==> config.mk <==
export PLATFORM = sky130hd
export DESIGN_NAME = cursor_step_ctrl
export DESIGN_NICKNAME = d
export VERILOG_FILES = /design/src/rtl/cursor_step_ctrl_pkg.sv /design/src/rtl/cursor_step_ctrl_axis.sv /design/src/rtl/cursor_step_ctrl.sv
export SDC_FILE = /design/constraint.sdc
export NUM_CORES = 1
export LEC_CHECK = 0
export BUFFER_PORTS_ARGS = -buffer_cell sky130_fd_sc_hd__buf_2
export CORE_UTILIZATION = 55
export CTS_BUF_LIST = sky130_fd_sc_hd__clkbuf_16
export DETAILED_ROUTE_END_ITERATION = 8
export PLACE_DENSITY = 0.8
export SLEW_MARGIN = 10
export SYNTH_ARGS = -nofsm -noshare
export SYNTH_HDL_FRONTEND = slang
export SYNTH_SLANG_ARGS = --single-unit
==> constraint.sdc <==
create_clock -name clk -period 4.8 [get_ports clk]
set_clock_uncertainty 0.1 [all_clocks]
set_input_delay 0.96 -clock clk [delete_from_list [all_inputs] [get_ports clk]]
set_output_delay 0.96 -clock clk [all_outputs]
set_load 0.03 [all_outputs]
==> src/rtl/cursor_step_ctrl_pkg.sv <==
// cursor_pkg: shared FSM state type, step-direction encoding and default parameters for cursor_step_ctrl
package cursor_pkg;
  typedef enum logic [1:0] {IDLE, HOLD, REPEAT} state_t;
  localparam logic DIR_INC = 1'b0;
  localparam logic DIR_DEC = 1'b1;
  localparam int DEF_W = 2;
  localparam int DEF_MAX_X = 3;
  localparam int DEF_MAX_Y = 3;
  localparam int DEF_REPEAT_DLY = 8;
  localparam int DEF_REPEAT_RATE = 4;
endpackage

==> src/rtl/cursor_step_ctrl_axis.sv <==
// cursor_axis: one cursor axis; clamped load in rst, wrap/saturate step, blocked flag (clk, rst, en, dec, wrap, load -> pos, blocked)
module cursor_axis import cursor_pkg::*; #(
  parameter int W = DEF_W,
  parameter int MAX = DEF_MAX_X
) (
  input  logic         clk,
  input  logic         rst,
  input  logic         en,
  input  logic         dec,
  input  logic         wrap,
  input  logic [W-1:0] load,
  output logic [W-1:0] pos,
  output logic         blocked
);
  localparam logic [W-1:0] MAX_V = W'(MAX);
  logic         at_edge;
  logic [W-1:0] nxt;
  always_comb begin
    at_edge = (dec == DIR_DEC) ? (pos == '0) : (pos == MAX_V);
    nxt     = at_edge ? (wrap ? ((dec == DIR_DEC) ? MAX_V : '0) : pos)
                      : ((dec == DIR_DEC) ? pos - 1'b1 : pos + 1'b1);
    blocked = en & at_edge & ~wrap;
  end
  always_ff @(posedge clk)
    pos <= rst ? ((load > MAX_V) ? MAX_V : load) : (en ? nxt : pos);
endmodule

==> src/rtl/cursor_step_ctrl.sv <==
// cursor_step_ctrl: two-axis cursor with fire-edge stepping, hold-to-repeat, wrap/saturate limits; optional one-hot outputs under CURSOR_ONEHOT_OUT_EN (clk, rst, fire, sel_x/y, dec, wrap_mode, load_x/y -> pos_x/y, step_pulse, at_limit[, pos_x_oh, pos_y_oh])
module cursor_step_ctrl import cursor_pkg::*; #(
  parameter int W = DEF_W,
  parameter int MAX_X = DEF_MAX_X,
  parameter int MAX_Y = DEF_MAX_Y,
  parameter int REPEAT_DLY = DEF_REPEAT_DLY,
  parameter int REPEAT_RATE = DEF_REPEAT_RATE
) (
  input  logic         clk,
  input  logic         rst,
  input  logic         fire,
  input  logic         sel_x,
  input  logic         sel_y,
  input  logic         dec,
  input  logic         wrap_mode,
  input  logic [W-1:0] load_x,
  input  logic [W-1:0] load_y,
  output logic [W-1:0] pos_x,
  output logic [W-1:0] pos_y,
  output logic         step_pulse,
  output logic         at_limit
`ifdef CURSOR_ONEHOT_OUT_EN
  ,
  output logic [MAX_X:0] pos_x_oh,
  output logic [MAX_Y:0] pos_y_oh
`endif
);
  localparam int TW = $clog2(REPEAT_DLY > REPEAT_RATE ? REPEAT_DLY : REPEAT_RATE) + 1;
  state_t        state;
  logic [TW-1:0] timer;
  logic          fire_ff;
  logic          req;
  logic          step;
  logic          blk_x;
  logic          blk_y;
  always_comb begin
    req  = (state == IDLE) ? (fire & ~fire_ff)
         : (state == HOLD) ? (fire && timer == TW'(REPEAT_DLY))
         : (fire && timer == TW'(REPEAT_RATE));
    step = req & (sel_x | sel_y);
  end
  // fire_ff resets high so a fire held through reset release is not an edge
  always_ff @(posedge clk) begin
    if (rst) begin
      state      <= IDLE;
      timer      <= '0;
      fire_ff    <= 1'b1;
      step_pulse <= 1'b0;
      at_limit   <= 1'b0;
    end else begin
      fire_ff    <= fire;
      step_pulse <= step;
      at_limit   <= blk_x | blk_y;
      case (state)
        IDLE: if (req) begin
          state <= HOLD;
          timer <= TW'(1);
        end
        HOLD, REPEAT: if (!fire) begin
          state <= IDLE;
          timer <= '0;
        end else if (req) begin
          state <= REPEAT;
          timer <= TW'(1);
        end else timer <= timer + 1'b1;
        default: state <= IDLE;
      endcase
    end
  end
  cursor_axis #(.W(W), .MAX(MAX_X)) u_x (
    .clk(clk), .rst(rst), .en(step & sel_x), .dec(dec), .wrap(wrap_mode),
    .load(load_x), .pos(pos_x), .blocked(blk_x)
  );
  cursor_axis #(.W(W), .MAX(MAX_Y)) u_y (
    .clk(clk), .rst(rst), .en(step & sel_y), .dec(dec), .wrap(wrap_mode),
    .load(load_y), .pos(pos_y), .blocked(blk_y)
  );
`ifdef CURSOR_ONEHOT_OUT_EN
  assign pos_x_oh = {{MAX_X{1'b0}}, 1'b1} << pos_x;
  assign pos_y_oh = {{MAX_Y{1'b0}}, 1'b1} << pos_y;
`endif
endmodule
==> flow_summary.yaml <==
placed_design:
  dpl.hpwl_um: 1180
  place_congestion: 0.772
  io_buffers: 16
  dp.cells: 121
  preCtsSetupSlack_ps: 2530
synth:
  synthesis.nets: 108
  netlist_area_um2: 790
  syn_area_per_cell_um2: 8.58
  synthFlopType: "dfxtp_1"
  ys_seq_area_share_pct: 38.0
  synth_cell_types: 31
  synth_edf_count: 4
  yosysTopAreaCellShare_pct: 22.8
  synth_top_area_cell: "dfxtp_1"
  async_reset_ff_share_pct: 0
  ys_ff_latch: 13
  synthCells: 92
  ys_top_cells_by_area: "dfxtp_1, edfxtp_1, ha_1"
  ys.warnings.count: 0
worst_hold_path:
  min_path_type: "register to register"
  hold_start: "timer[1]"
grt:
  grt_usage_pct: 25.6
  antenna_found_initial: 0
  grt-ovfl-total: 0
  grt_pass1_vias: 623
  grt_pass1_wl_um: 2560
  grt_max_degree: 17
power:
  power.internal_uw: 248
  p_leak_nw: 0.390
  ir_worst_vdd_uv: 245
  seq_power_share_pct: 38.6
  p_switching_uw: 78.4
  p_total_uw: 326
  clkPwrFrac_pct: 47.6
  cellPowerDensity_mw_per_mm2: 343
  swShare_pct: 24.0
  power_frac_comb_pct: 13.8
critical_path:
  critPathCaptureType: "register"
  setup.worst_path.class: "register to register"
  critPathRequiredTime_ps: 4660
  start_kind: "register"
  critPathMaxFanout: 11
  cp-startpoint: "state[1]"
  worstPathArrival_ps: 1910
  rr_startpoint: "state[1]"
clock_network:
  cts_resized: 0
  clk_latency_ps: 240
  clockBufferDepth: 2
  root_buffer: "clkbuf_16"
  ctsHoldBuffers: 0
  cts_tree: "done"
  htreeDepth: 1
  clk_pin_slew_ps: 40
  cts.sinks: 13
  cts_buffers: 3
  cts_setup_buffers: 0
routing:
  drt_iter0_drc: 20
  detail-route-antenna-nets: 0
  post_drt_via_cell_ratio: 6.02
  wl_per_cell_um: 13.5
  wl_um: 1690
  drc: 0
  vias: 753
  drt_first_pass_iters: 4
final_layout:
  antennaDiodeCount: 0
  nFillCells: 110
  syn_to_final_growth_pct: 20.6
  nNetsFinal: 127
  finalNonFillerCells: 125
  drive_gt1_share_pct: 22.7
  mostFrequentLayoutCell: "buf_2"
  layout_common_cells: "buf_2, nand2_1, dfxtp_1"
floorplan:
  die_x_um: 39.9
  io_pins: 17
  die_y_um: 39.9
  coreArea_mm2: 0.00132
  start_util_pct: 59.9
  rows: 13
  dieArea_mm2: 0.00159
sta:
  timing.final.crit_share_pct: 42.7
  max_slew_margin_pct: 71.4
  setup-tns-final_ps: 0
  min_period_ps: 2050
  maxSlewViolCount: 0
  fin_ws_ps: 2750
  worst_pin_slew_ps: 429
  finalHoldViolations: 0
  rsz0062_at_grt: "false"
  fmax_mhz: 488
  finalSetupViolCount: 0
flow_run:
  cap_violations: 0
run_status:
  status: "finished, final reports clean"
==> logic make-up after synthesis <==
kind of cell / synth area share (%)
AOI/OAI and AO/OA: 20.1
adders and majority gates: 7.92
DFF: 38.0
buffers and inverters: 4.75
and+or+nand+nor: 24.7
xor gates and xnor gates: 4.44
==> state kept, by name, summed over array words and instances (netlist names) <==
| register | count |
|---|---|
| timer | 4 |
| state | 2 |
| u_x.pos | 2 |
| u_y.pos | 2 |
| at_limit | 1 |
| fire_ff | 1 |
| step_pulse | 1 |
==> layout make-up <==
| type | count | area, um^2 | area share, % |
|---|---|---|---|
| inverter | 6 | 22.5 | 2.37 |
| multi-input combinational | 71 | 452 | 47.4 |
| tap | 15 | 18.8 | 1.97 |
| sequential | 13 | 300 | 31.5 |
| clock buffer | 3 | 75.1 | 7.88 |
| clock inverter | 1 | 3.75 | 0.394 |
| timing repair buffer | 16 | 80.1 | 8.41 |
==> stage by stage <==
step | instance area [um^2] | hold slack, ps | utilization, %
after floorplan | 790 | 362 | -
after global placement | 873 | 377 | 66.3
after detailed placement | 873 | 391 | 66.3
after CTS | 952 | 402 | 72.3
after global routing | 952 | 424 | 72.3
final | 952 | 400 | 72.3
==> Yosys cell counts, types with 2 or more instances <==
cell	n
xor2_1	2
xnor2_1	2
nor3b_1	2
o21ai_0	5
a31oi_1	4
nand4_1	4
ha_1	5
nand2_1	14
a31o_2	2
nand3_1	2
a21oi_1	5
dfxtp_1	9
edfxtp_1	4
nand3b_1	2
nor2_1	7
o211ai_1	2
a211o_1	2
inv_1	6
==> power groups by stage <==
stage / clock network [mW] / registers, mW / logic (mW)
2_1_floorplan: 0 / 0.134 / 0.0236
6_report: 0.155 / 0.126 / 0.0450
3_3_place_gp: 0 / 0.127 / 0.0438
3_5_place_dp: 0 / 0.128 / 0.0446
5_1_grt: 0.162 / 0.127 / 0.0504
4_1_cts: 0.157 / 0.126 / 0.0453
==> final timing paths <==
path	endpoint	slack, ps	depth (start not counted)
setup reg to reg	u_y.pos[1]	2750	6
hold reg to reg	timer[1]	400	2
setup / recovery	u_y.pos[1]	2750	6
hold / removal	timer[1]	400	2
==> routing by layer <==
metal / vias up / GRT usage [%] / share of wire (%) / wire (um)
met5: - / 0 / 0 / 0
met4: 0 / 15.5 / 2.5 / 42
met3: 5 / 6.82 / 5.1 / 86
met2: 30 / 43.5 / 50 / 837
met1: 351 / 27.6 / 43 / 721
li1: 367 / - / - / -
==> worst max-delay path: stages, from the launching register on <==
cell and delay (ps):
dfxtp_1 320, inv_1 70, ha_1 210, or3b_1 350, a211o_1 400, nand2_1 140
a31o_2 180
Note: power is estimated with default switching activity, not from simulation.
